### src/rtl/pad_cfg_ctrl_pkg.sv
// zerosoc_pad_pkg: shared definitions for the GPIO pad-ring configuration
// controller (pad_cfg_ctrl / pad_cfg_seq / pad_cfg_ctrl_if).
//   - ring geometry and timing constants
//   - bit offsets of the 16-bit per-pad config word
//   - power-on / update state enum
//   - side/slot helpers for a flat pad index
package zerosoc_pad_pkg;

    localparam int NumPads     = 36;
    localparam int PadsPerSide = 9;
    localparam int PadIdxW     = 6;
    localparam int CfgW        = 16;

    localparam int RampCycles  = 16;   // cycles per power-on step, >= 1
    localparam int HoldCycles  = 4;    // freeze time either side of a write, >= 1
    localparam logic [2:0] DefaultDm = 3'b110;

    // One counter serves both ramp and hold phases, so size it for the longer.
    localparam int CntW = $clog2(((RampCycles > HoldCycles) ? RampCycles : HoldCycles) + 1);

    // Per-pad config word layout
    localparam int BitHldHN      = 0;
    localparam int BitEnH        = 1;
    localparam int BitEnInpH     = 2;
    localparam int BitEnVddaH    = 3;
    localparam int BitEnVswitchH = 4;
    localparam int BitEnVddio    = 5;
    localparam int BitIbModeSel  = 6;
    localparam int BitVtripSel   = 7;
    localparam int BitSlow       = 8;
    localparam int BitHldOvr     = 9;
    localparam int BitAnalogEn   = 10;
    localparam int BitAnalogSel  = 11;
    localparam int BitAnalogPol  = 12;
    localparam int BitDmLo       = 13;   // dm occupies [15:13]

    typedef enum logic [2:0] {
        P_VDD, P_EN, P_INP, P_REL, RUN, U_HOLD, U_WR, U_REL
    } seq_state_e;

    // Side 0=west, 1=north, 2=east, 3=south. Only meaningful for p < NumPads.
    function automatic logic [1:0] pad_side(input logic [PadIdxW-1:0] p);
        return 2'(p / PadIdxW'(PadsPerSide));
    endfunction

    function automatic logic [3:0] pad_slot(input logic [PadIdxW-1:0] p);
        return 4'(p % PadIdxW'(PadsPerSide));
    endfunction

endpackage

### src/rtl/pad_cfg_ctrl_if.sv
// pad_cfg_ctrl_if: single-pad configuration update channel.
//   master drives: cfg_valid_i, cfg_pad_i, cfg_dm_i, cfg_slow_i, cfg_vtrip_i
//   slave drives : cfg_ready_o (accept when valid&ready), cfg_err_o (bad index pulse)
interface pad_cfg_ctrl_if;
    import zerosoc_pad_pkg::*;

    logic               cfg_valid_i;
    logic               cfg_ready_o;
    logic [PadIdxW-1:0] cfg_pad_i;
    logic [2:0]         cfg_dm_i;
    logic               cfg_slow_i;
    logic               cfg_vtrip_i;
    logic               cfg_err_o;

    modport master (
        output cfg_valid_i, cfg_pad_i, cfg_dm_i, cfg_slow_i, cfg_vtrip_i,
        input  cfg_ready_o, cfg_err_o
    );

    modport slave (
        input  cfg_valid_i, cfg_pad_i, cfg_dm_i, cfg_slow_i, cfg_vtrip_i,
        output cfg_ready_o, cfg_err_o
    );

endinterface

### src/rtl/pad_cfg_seq.sv
// pad_cfg_seq: shared power-on / update sequencer for the pad ring.
// Ports:
//   clk_i, rst_i      clock, async active-high reset
//   cfg_valid_i/pad_i update request and target index
//   accept_o          handshake this cycle (valid & ready)
//   wr_o              the write cycle of an update (state U_WR)
//   rel_nx_o          next-cycle "hold released ring-wide"
//   hold_nx_o         next-cycle "a single pad is frozen"
//   tgt_nx_o          next-cycle frozen pad index
//   en_vdd_o, en_h_o, en_inp_o   registered global enables
//   cfg_ready_o, cfg_err_o, por_done_o   registered status
// The *_nx outputs let the top register per-pad hold bits in step with state.
module pad_cfg_seq
    import zerosoc_pad_pkg::*;
(
    input  logic               clk_i,
    input  logic               rst_i,
    input  logic               cfg_valid_i,
    input  logic [PadIdxW-1:0] cfg_pad_i,
    output logic               accept_o,
    output logic               wr_o,
    output logic               rel_nx_o,
    output logic               hold_nx_o,
    output logic [PadIdxW-1:0] tgt_nx_o,
    output logic               en_vdd_o,
    output logic               en_h_o,
    output logic               en_inp_o,
    output logic               cfg_ready_o,
    output logic               cfg_err_o,
    output logic               por_done_o
);

    seq_state_e         state_q, state_d;
    logic [CntW-1:0]    cnt_q, cnt_d;
    logic [PadIdxW-1:0] tgt_q, tgt_d;
    logic en_vdd_q, en_vdd_d, en_h_q, en_h_d, en_inp_q, en_inp_d;
    logic ready_q, ready_d, err_q, err_d, por_q, por_d;
    logic rel_d, hold_d, step_done, pad_ok;

    assign pad_ok    = cfg_pad_i < PadIdxW'(NumPads);
    assign accept_o  = cfg_valid_i & ready_q;
    assign step_done = cnt_q == ((state_q inside {P_VDD, P_EN, P_INP, P_REL})
                                 ? CntW'(RampCycles - 1) : CntW'(HoldCycles - 1));

    // State register
    always_ff @(posedge clk_i or posedge rst_i) begin
        if (rst_i) begin
            state_q  <= P_VDD;
            cnt_q    <= '0;
            tgt_q    <= '0;
            en_vdd_q <= 1'b0;
            en_h_q   <= 1'b0;
            en_inp_q <= 1'b0;
            ready_q  <= 1'b0;
            err_q    <= 1'b0;
            por_q    <= 1'b0;
        end else begin
            state_q  <= state_d;
            cnt_q    <= cnt_d;
            tgt_q    <= tgt_d;
            en_vdd_q <= en_vdd_d;
            en_h_q   <= en_h_d;
            en_inp_q <= en_inp_d;
            ready_q  <= ready_d;
            err_q    <= err_d;
            por_q    <= por_d;
        end
    end

    // Next-state
    always_comb begin
        state_d = state_q;
        case (state_q)
            P_VDD:   if (step_done) state_d = P_EN;
            P_EN:    if (step_done) state_d = P_INP;
            P_INP:   if (step_done) state_d = P_REL;
            P_REL:   if (step_done) state_d = RUN;
            RUN:     if (accept_o && pad_ok) state_d = U_HOLD;
            U_HOLD:  if (step_done) state_d = U_WR;
            U_WR:    state_d = U_REL;
            U_REL:   if (step_done) state_d = RUN;
            default: state_d = P_VDD;
        endcase
        // Counter idles at 0 in RUN and restarts on every state change.
        cnt_d = (state_d != state_q || state_q == RUN) ? '0 : cnt_q + CntW'(1);
    end

    // Outputs, computed from the next state so they register alongside it
    always_comb begin
        en_vdd_d = state_d != P_VDD;
        en_h_d   = !(state_d inside {P_VDD, P_EN});
        en_inp_d = !(state_d inside {P_VDD, P_EN, P_INP});
        rel_d    = state_d inside {RUN, U_HOLD, U_WR, U_REL};
        hold_d   = state_d inside {U_HOLD, U_WR, U_REL};
        ready_d  = state_d == RUN;
        por_d    = rel_d;
        err_d    = accept_o & ~pad_ok;
        tgt_d    = (accept_o && pad_ok) ? cfg_pad_i : tgt_q;
    end

    assign wr_o        = state_q == U_WR;
    assign rel_nx_o    = rel_d;
    assign hold_nx_o   = hold_d;
    assign tgt_nx_o    = tgt_d;
    assign en_vdd_o    = en_vdd_q;
    assign en_h_o      = en_h_q;
    assign en_inp_o    = en_inp_q;
    assign cfg_ready_o = ready_q;
    assign cfg_err_o   = err_q;
    assign por_done_o  = por_q;

endmodule

### src/rtl/pad_cfg_ctrl.sv
// pad_cfg_ctrl: power-on sequencer and runtime config controller for the
// 36-pad GPIO ring. Holds per-pad shadow registers and packs the per-pad
// 16-bit tech-config words.
// Ports:
//   clk_i, rst_i   clock, async active-high reset
//   cfg            pad_cfg_ctrl_if.slave update channel
//   por_done_o     power-on sequence complete
//   pad_cfg_o      NumPads x 16 config words, pad p at [p*16 +: 16]
//   rb_pad_i, rb_data_o   readback (only when PADCFG_READBACK_EN is defined)
// Every output bit comes straight from a flop.
module pad_cfg_ctrl
    import zerosoc_pad_pkg::*;
(
    input  logic                    clk_i,
    input  logic                    rst_i,
    pad_cfg_ctrl_if.slave           cfg,
    output logic                    por_done_o,
    output logic [NumPads*CfgW-1:0] pad_cfg_o
`ifdef PADCFG_READBACK_EN
    ,
    input  logic [PadIdxW-1:0]      rb_pad_i,
    output logic [CfgW-1:0]         rb_data_o
`endif
);

    logic               accept, wr, rel_nx, hold_nx;
    logic [PadIdxW-1:0] tgt_nx;
    logic               en_vdd, en_h, en_inp;

    logic [2:0] cap_dm_q, cap_dm_d;
    logic       cap_slow_q, cap_slow_d, cap_vtrip_q, cap_vtrip_d;

    logic [NumPads-1:0][2:0] dm_q, dm_d;
    logic [NumPads-1:0]      slow_q, slow_d, vtrip_q, vtrip_d, hld_n_q, hld_n_d;
    logic [NumPads-1:0][CfgW-1:0] pad_word;

    pad_cfg_seq u_seq (
        .clk_i       (clk_i),
        .rst_i       (rst_i),
        .cfg_valid_i (cfg.cfg_valid_i),
        .cfg_pad_i   (cfg.cfg_pad_i),
        .accept_o    (accept),
        .wr_o        (wr),
        .rel_nx_o    (rel_nx),
        .hold_nx_o   (hold_nx),
        .tgt_nx_o    (tgt_nx),
        .en_vdd_o    (en_vdd),
        .en_h_o      (en_h),
        .en_inp_o    (en_inp),
        .cfg_ready_o (cfg.cfg_ready_o),
        .cfg_err_o   (cfg.cfg_err_o),
        .por_done_o  (por_done_o)
    );

    always_ff @(posedge clk_i or posedge rst_i) begin
        if (rst_i) begin
            cap_dm_q    <= DefaultDm;
            cap_slow_q  <= 1'b0;
            cap_vtrip_q <= 1'b0;
            dm_q        <= {NumPads{DefaultDm}};
            slow_q      <= '0;
            vtrip_q     <= '0;
            hld_n_q     <= '0;
        end else begin
            cap_dm_q    <= cap_dm_d;
            cap_slow_q  <= cap_slow_d;
            cap_vtrip_q <= cap_vtrip_d;
            dm_q        <= dm_d;
            slow_q      <= slow_d;
            vtrip_q     <= vtrip_d;
            hld_n_q     <= hld_n_d;
        end
    end

    always_comb begin
        cap_dm_d    = accept ? cfg.cfg_dm_i    : cap_dm_q;
        cap_slow_d  = accept ? cfg.cfg_slow_i  : cap_slow_q;
        cap_vtrip_d = accept ? cfg.cfg_vtrip_i : cap_vtrip_q;
        dm_d    = dm_q;
        slow_d  = slow_q;
        vtrip_d = vtrip_q;
        for (int p = 0; p < NumPads; p++) begin
            // Only the update target drops hold; everyone else follows the ring-wide release.
            hld_n_d[p] = rel_nx & ~(hold_nx && tgt_nx == PadIdxW'(p));
            if (wr && tgt_nx == PadIdxW'(p)) begin
                dm_d[p]    = cap_dm_q;
                slow_d[p]  = cap_slow_q;
                vtrip_d[p] = cap_vtrip_q;
            end
        end
    end

    // Pure wiring of flops; ib_mode_sel, hld_ovr and analog_* are tied 0.
    always_comb begin
        for (int p = 0; p < NumPads; p++) begin
            pad_word[p]                 = '0;
            pad_word[p][BitHldHN]       = hld_n_q[p];
            pad_word[p][BitEnH]         = en_h;
            pad_word[p][BitEnInpH]      = en_inp;
            pad_word[p][BitEnVddaH]     = en_vdd;
            pad_word[p][BitEnVswitchH]  = en_vdd;
            pad_word[p][BitEnVddio]     = en_vdd;
            pad_word[p][BitVtripSel]    = vtrip_q[p];
            pad_word[p][BitSlow]        = slow_q[p];
            pad_word[p][BitDmLo +: 3]   = dm_q[p];
        end
    end

    assign pad_cfg_o = pad_word;

`ifdef PADCFG_READBACK_EN
    logic [CfgW-1:0] rb_data_q, rb_data_d;

    always_comb begin
        rb_data_d = (rb_pad_i < PadIdxW'(NumPads)) ? pad_word[rb_pad_i] : '0;
    end

    always_ff @(posedge clk_i or posedge rst_i) begin
        if (rst_i) rb_data_q <= '0;
        else       rb_data_q <= rb_data_d;
    end

    assign rb_data_o = rb_data_q;
`endif

endmodule

### src/flat_wrapper.sv
// flat-port wrapper written by rule: the top's interface ports become plain ports
module pad_cfg_ctrl_flat import zerosoc_pad_pkg::*;
  (clk_i, rst_i, por_done_o, pad_cfg_o, cfg_cfg_valid_i, cfg_cfg_pad_i, cfg_cfg_dm_i, cfg_cfg_slow_i, cfg_cfg_vtrip_i, cfg_cfg_ready_o, cfg_cfg_err_o);
  pad_cfg_ctrl_if cfg_i ();
  input  logic clk_i;
  input  logic rst_i;
  output logic por_done_o;
  output logic [NumPads*CfgW-1:0] pad_cfg_o;
  input wire logic [$bits(cfg_i.cfg_valid_i)-1:0] cfg_cfg_valid_i;
  input wire logic [$bits(cfg_i.cfg_pad_i)-1:0] cfg_cfg_pad_i;
  input wire logic [$bits(cfg_i.cfg_dm_i)-1:0] cfg_cfg_dm_i;
  input wire logic [$bits(cfg_i.cfg_slow_i)-1:0] cfg_cfg_slow_i;
  input wire logic [$bits(cfg_i.cfg_vtrip_i)-1:0] cfg_cfg_vtrip_i;
  output wire logic [$bits(cfg_i.cfg_ready_o)-1:0] cfg_cfg_ready_o;
  output wire logic [$bits(cfg_i.cfg_err_o)-1:0] cfg_cfg_err_o;
  assign cfg_i.cfg_valid_i = cfg_cfg_valid_i;
  assign cfg_i.cfg_pad_i = cfg_cfg_pad_i;
  assign cfg_i.cfg_dm_i = cfg_cfg_dm_i;
  assign cfg_i.cfg_slow_i = cfg_cfg_slow_i;
  assign cfg_i.cfg_vtrip_i = cfg_cfg_vtrip_i;
  assign cfg_cfg_ready_o = cfg_i.cfg_ready_o;
  assign cfg_cfg_err_o = cfg_i.cfg_err_o;
  pad_cfg_ctrl u_core (.clk_i(clk_i), .rst_i(rst_i), .cfg(cfg_i), .por_done_o(por_done_o), .pad_cfg_o(pad_cfg_o));
endmodule
### config.mk
export PLATFORM = sky130hd
export DESIGN_NAME = pad_cfg_ctrl_flat
export DESIGN_NICKNAME = d
export VERILOG_FILES = /design/src/rtl/pad_cfg_ctrl_pkg.sv /design/src/rtl/pad_cfg_ctrl_if.sv /design/src/rtl/pad_cfg_seq.sv /design/src/rtl/pad_cfg_ctrl.sv /design/src/flat_wrapper.sv
export SDC_FILE = /design/constraint.sdc
export NUM_CORES = 1
export LEC_CHECK = 0
export ABC_AREA = 1
export ABC_CLOCK_PERIOD_IN_PS = 10050
export CAP_MARGIN = 20
export CORE_AREA = 5 5 226 228
export DETAILED_ROUTE_END_ITERATION = 8
export DIE_AREA = 0 0 231 233
export GPL_ROUTABILITY_DRIVEN = 0
export MAX_ROUTING_LAYER = met4
export REMOVE_ABC_BUFFERS = 1
export SYNTH_ARGS = -nofsm -noshare
export SYNTH_HDL_FRONTEND = slang
export SYNTH_SLANG_ARGS = --single-unit
### constraint.sdc
create_clock -name clk_i -period 10.05 [get_ports clk_i]
set_input_delay 1.5075 -clock clk_i [delete_from_list [all_inputs] [get_ports clk_i]]
set_output_delay 1.5075 -clock clk_i [all_outputs]
set_load 0.01 [all_outputs]
==> summary.txt <==
status: finished, final reports clean
commonest cells after routing, fill and taps aside: 514 x nand2_1, 412 x clkdlybuf4s50_1, 181 x nand4_1
sw frac: 22.59%
Starting Density: 27.37%
RSZ-0062 raised after global routing: no
DIE WIDTH: 231 um
Fillers: 4962
Final Hold Viols: 0
WHS Path Cells: 2
xor and xnor area share after synthesis: 0.1973%
area occupied by multi-input gates: 0.004518 sq mm
final net count: 1728
cells along the critical path: clkdlybuf4s50_1, nor2_1, nand2_1, nand2_2, nand2_4, nand2_1, nand2_2, and2_4, buf_4, nand3_1, nand2_1, nand2_1
Cells after Synth: 1538
min-delay src: u_core.pad_cfg_o[47]
die area: 0.05382 sq mm
# IOs: 593
final WL: 41.57 mm
delay of the slowest cell on the worst path: 0.67 ns
Worst Path Required: 10.49 ns
number of global-route vias before repair: 9736
Final Util: 34.48%
ant diodes: 0
via count: 10220
Reg area: 0.006128 sq mm
WL/cell: 17.64 um
Via density: 4.336
Psw: 479.4 uW
main combinational cell family by area after synthesis: simple AND/OR/NAND/NOR gates
drt first pass iters: 7
TritonCTS clock tree: yes
pre-CTS WS: 5.556 ns
synth top area cells: dfrtp_1 31%, buf_4 21%, dfstp_2 15%
CTS clk-pin slew, worst paths: 0.06 ns
Root Buffer: clkbuf_16
Max FO, Critical Path: 64
clock share of power: 51.4%
commonest non-fill, non-tap cell in the layout: nand2_1
die height: 233 um
Hold Crit Class: flop to flop
Rel. slew slack: 17.81%
Mean Syn Cell Area: 8.658 sq um
reg2reg path depth: 10
Core Region: 0.04865 sq mm
f_max: 0.2520 GHz
grt total ovfl: 0
Buffers on Ports: 412
simple-gate share of the synthesized area: 28.42%
crit end category: flop
cts hold-fix bufs: 0
most frequent cell on the critical path: nand2_1
Area Overhead vs Synth: 25.95%
R2R Setup Slk: 7.15 ns
synthesized flop and latch total: 241
DRT iter0 DRCs: 752
setup TNS: 0 ns
# DRC: 0
Slew Viols, Final: 0
reg2reg start: u_core.u_seq.cfg_ready_o
PwrDens: 126.5 mW/mm^2
share of cells above drive strength 1: 11.18%
Top delay family on crit path: simple AND/OR/NAND/NOR gates
HPWL Detailed: 28.13 mm
share of the clock period used by the worst path: 39.49%
Post-CTS Setup Bufs: 0
Clock Sinks: 241
Post-Synth Adder-Cell Area: 0.09397%
Setup violations, final: 0
antenna-violating nets left: 0
placement row count: 81
post-CTS sizing: 0
first-pass GRT wire length: 61.02 mm
YS warnings: 0
post-synth cell types: 27
crit start category: input pin
arrival time at the worst endpoint: 4.40 ns
WP buf/inv: 2
Synth top area share: 31.39%
mux cell area share after synthesis: 0%
P_leak: 0.008044 uW
cell-internal power: 1642 uW
slowest stage cell on the critical path: buf_4
Num CTS Buffers: 29
Post-Syn Area: 0.01332 sq mm
largest net degree at the start of global routing: 111
# H-tree levels: 1
post-route worst setup slack: 6.081 ns
r2r endpoint: u_core.pad_cfg_o[461]
Seq/Total Area, Yosys: 45.99%
Worst-Margin Slew: 1.233 ns
Seq pwr share: 45.8%
critical path class: input pin to flop
CTS Buffer Depth: 3
initial antenna violation count: 2
Synth Area in Compound Gates: 0.07517%
maximum VDD drop: 0.09443 mV
cell taking the most area after synthesis: dfrtp_1
Clock Skews: 0.01034 ns
Comb power frac: 2.8%
max_cap viols: 0
Worst Hold Endpoint: u_core.pad_cfg_o[47]
gr usage total: 14.75%
clk_lat worst skew: 0.55 ns
Period minus WS final: 3.969 ns
[final cells by class]
type	instances	share of cell area (%)
clock buffer	41	5.073
sequential	241	36.54
timing repair buffer	424	25.25
inverter	26	0.6714
clock inverter	12	0.8878
multi-input combinational	991	26.94
tap	622	4.640
[cells by family after synthesis]
family / after synthesis
xor+xnor: 3
buf+inv: 485
other cells: 1
compound gates: 2
simple gates: 805
flops: 241
fa+ha+maj: 1
[power groups by stage]
stage               clock, uW  sequential (uW)  combinational (uW)
floorplan                   0              988                44.2
global placement            0              988                57.2
detailed placement          0              988                57.7
CTS                      1120              972                57.7
global route             1160              971                67.9
finish                   1090              972                59.2
[through the flow]
stage / power (uW) / hold WS [ns] / cells / cell area (sq um)
2_1_floorplan: 1033 / 0.4329 / 1258 / 10730
5_1_grt: 2201 / 0.4697 / 2357 / 16770
4_1_cts: 2153 / 0.4615 / 2356 / 16740
6_report: 2122 / 0.4597 / 2357 / 16770
3_3_place_gp: 1046 / 0.4473 / 2303 / 15740
3_5_place_dp: 1046 / 0.4519 / 2303 / 15740
[routing by layer]
metal / vias to the layer above / global-route usage, % / wire, um
met5: - / - / 0
met4: 0 / 3.269 / 741
met3: 50 / 2.831 / 2544
met2: 409 / 24.26 / 20220
met1: 4966 / 19.05 / 18070
li1: 4795 / - / -
[worst max path at each step]
stage | start | slack, ns | cells past startpoint | endpoint
after global placement | cfg_cfg_pad_i[2] | 5.55 | 11 | u_core.slow_q[24]
final | cfg_cfg_pad_i[2] | 6.08 | 12 | u_core.pad_cfg_o[461]
after CTS | cfg_cfg_pad_i[2] | 6.14 | 12 | u_core.vtrip_q[28]
after global routing | cfg_cfg_pad_i[2] | 5.80 | 12 | u_core.pad_cfg_o[397]
after floorplan | u_core.u_seq.en_vdd_o | 1.82 | 0 | pad_cfg_o[100]
after detailed placement | cfg_cfg_pad_i[2] | 5.56 | 11 | u_core.vtrip_q[28]
[synth_stat cells (all sizes together)]
library cell	n
and2	1
nand3	58
nand2	535
ha	1
dfstp	74
nand4	181
conb	1
a21oi	1
clkbuf	31
nor2	29
xnor2	1
o21ai	1
nand3b	1
inv	26
buf	428
dfrtp	167
xor2	2
[worst reg2reg max path, delay by kind of cell (launching register included)]
kind | cells | cell delay (ns)
simple gates | 8 | 1.60
buf+inv | 2 | 0.79
flops | 1 | 0.39
[registers in the layout (all words and copies together) (netlist names), 3 cells and up]
register and count:
u_core.pad_cfg_o 108, u_core.hld_n_q 36, u_core.slow_q 36, u_core.vtrip_q 36, u_core.u_seq.tgt_q 6, u_core.u_seq.cnt_q 5
u_core.cap_dm_q 3, u_core.u_seq.state_q 3
Power figures use the tool's default switching activity.
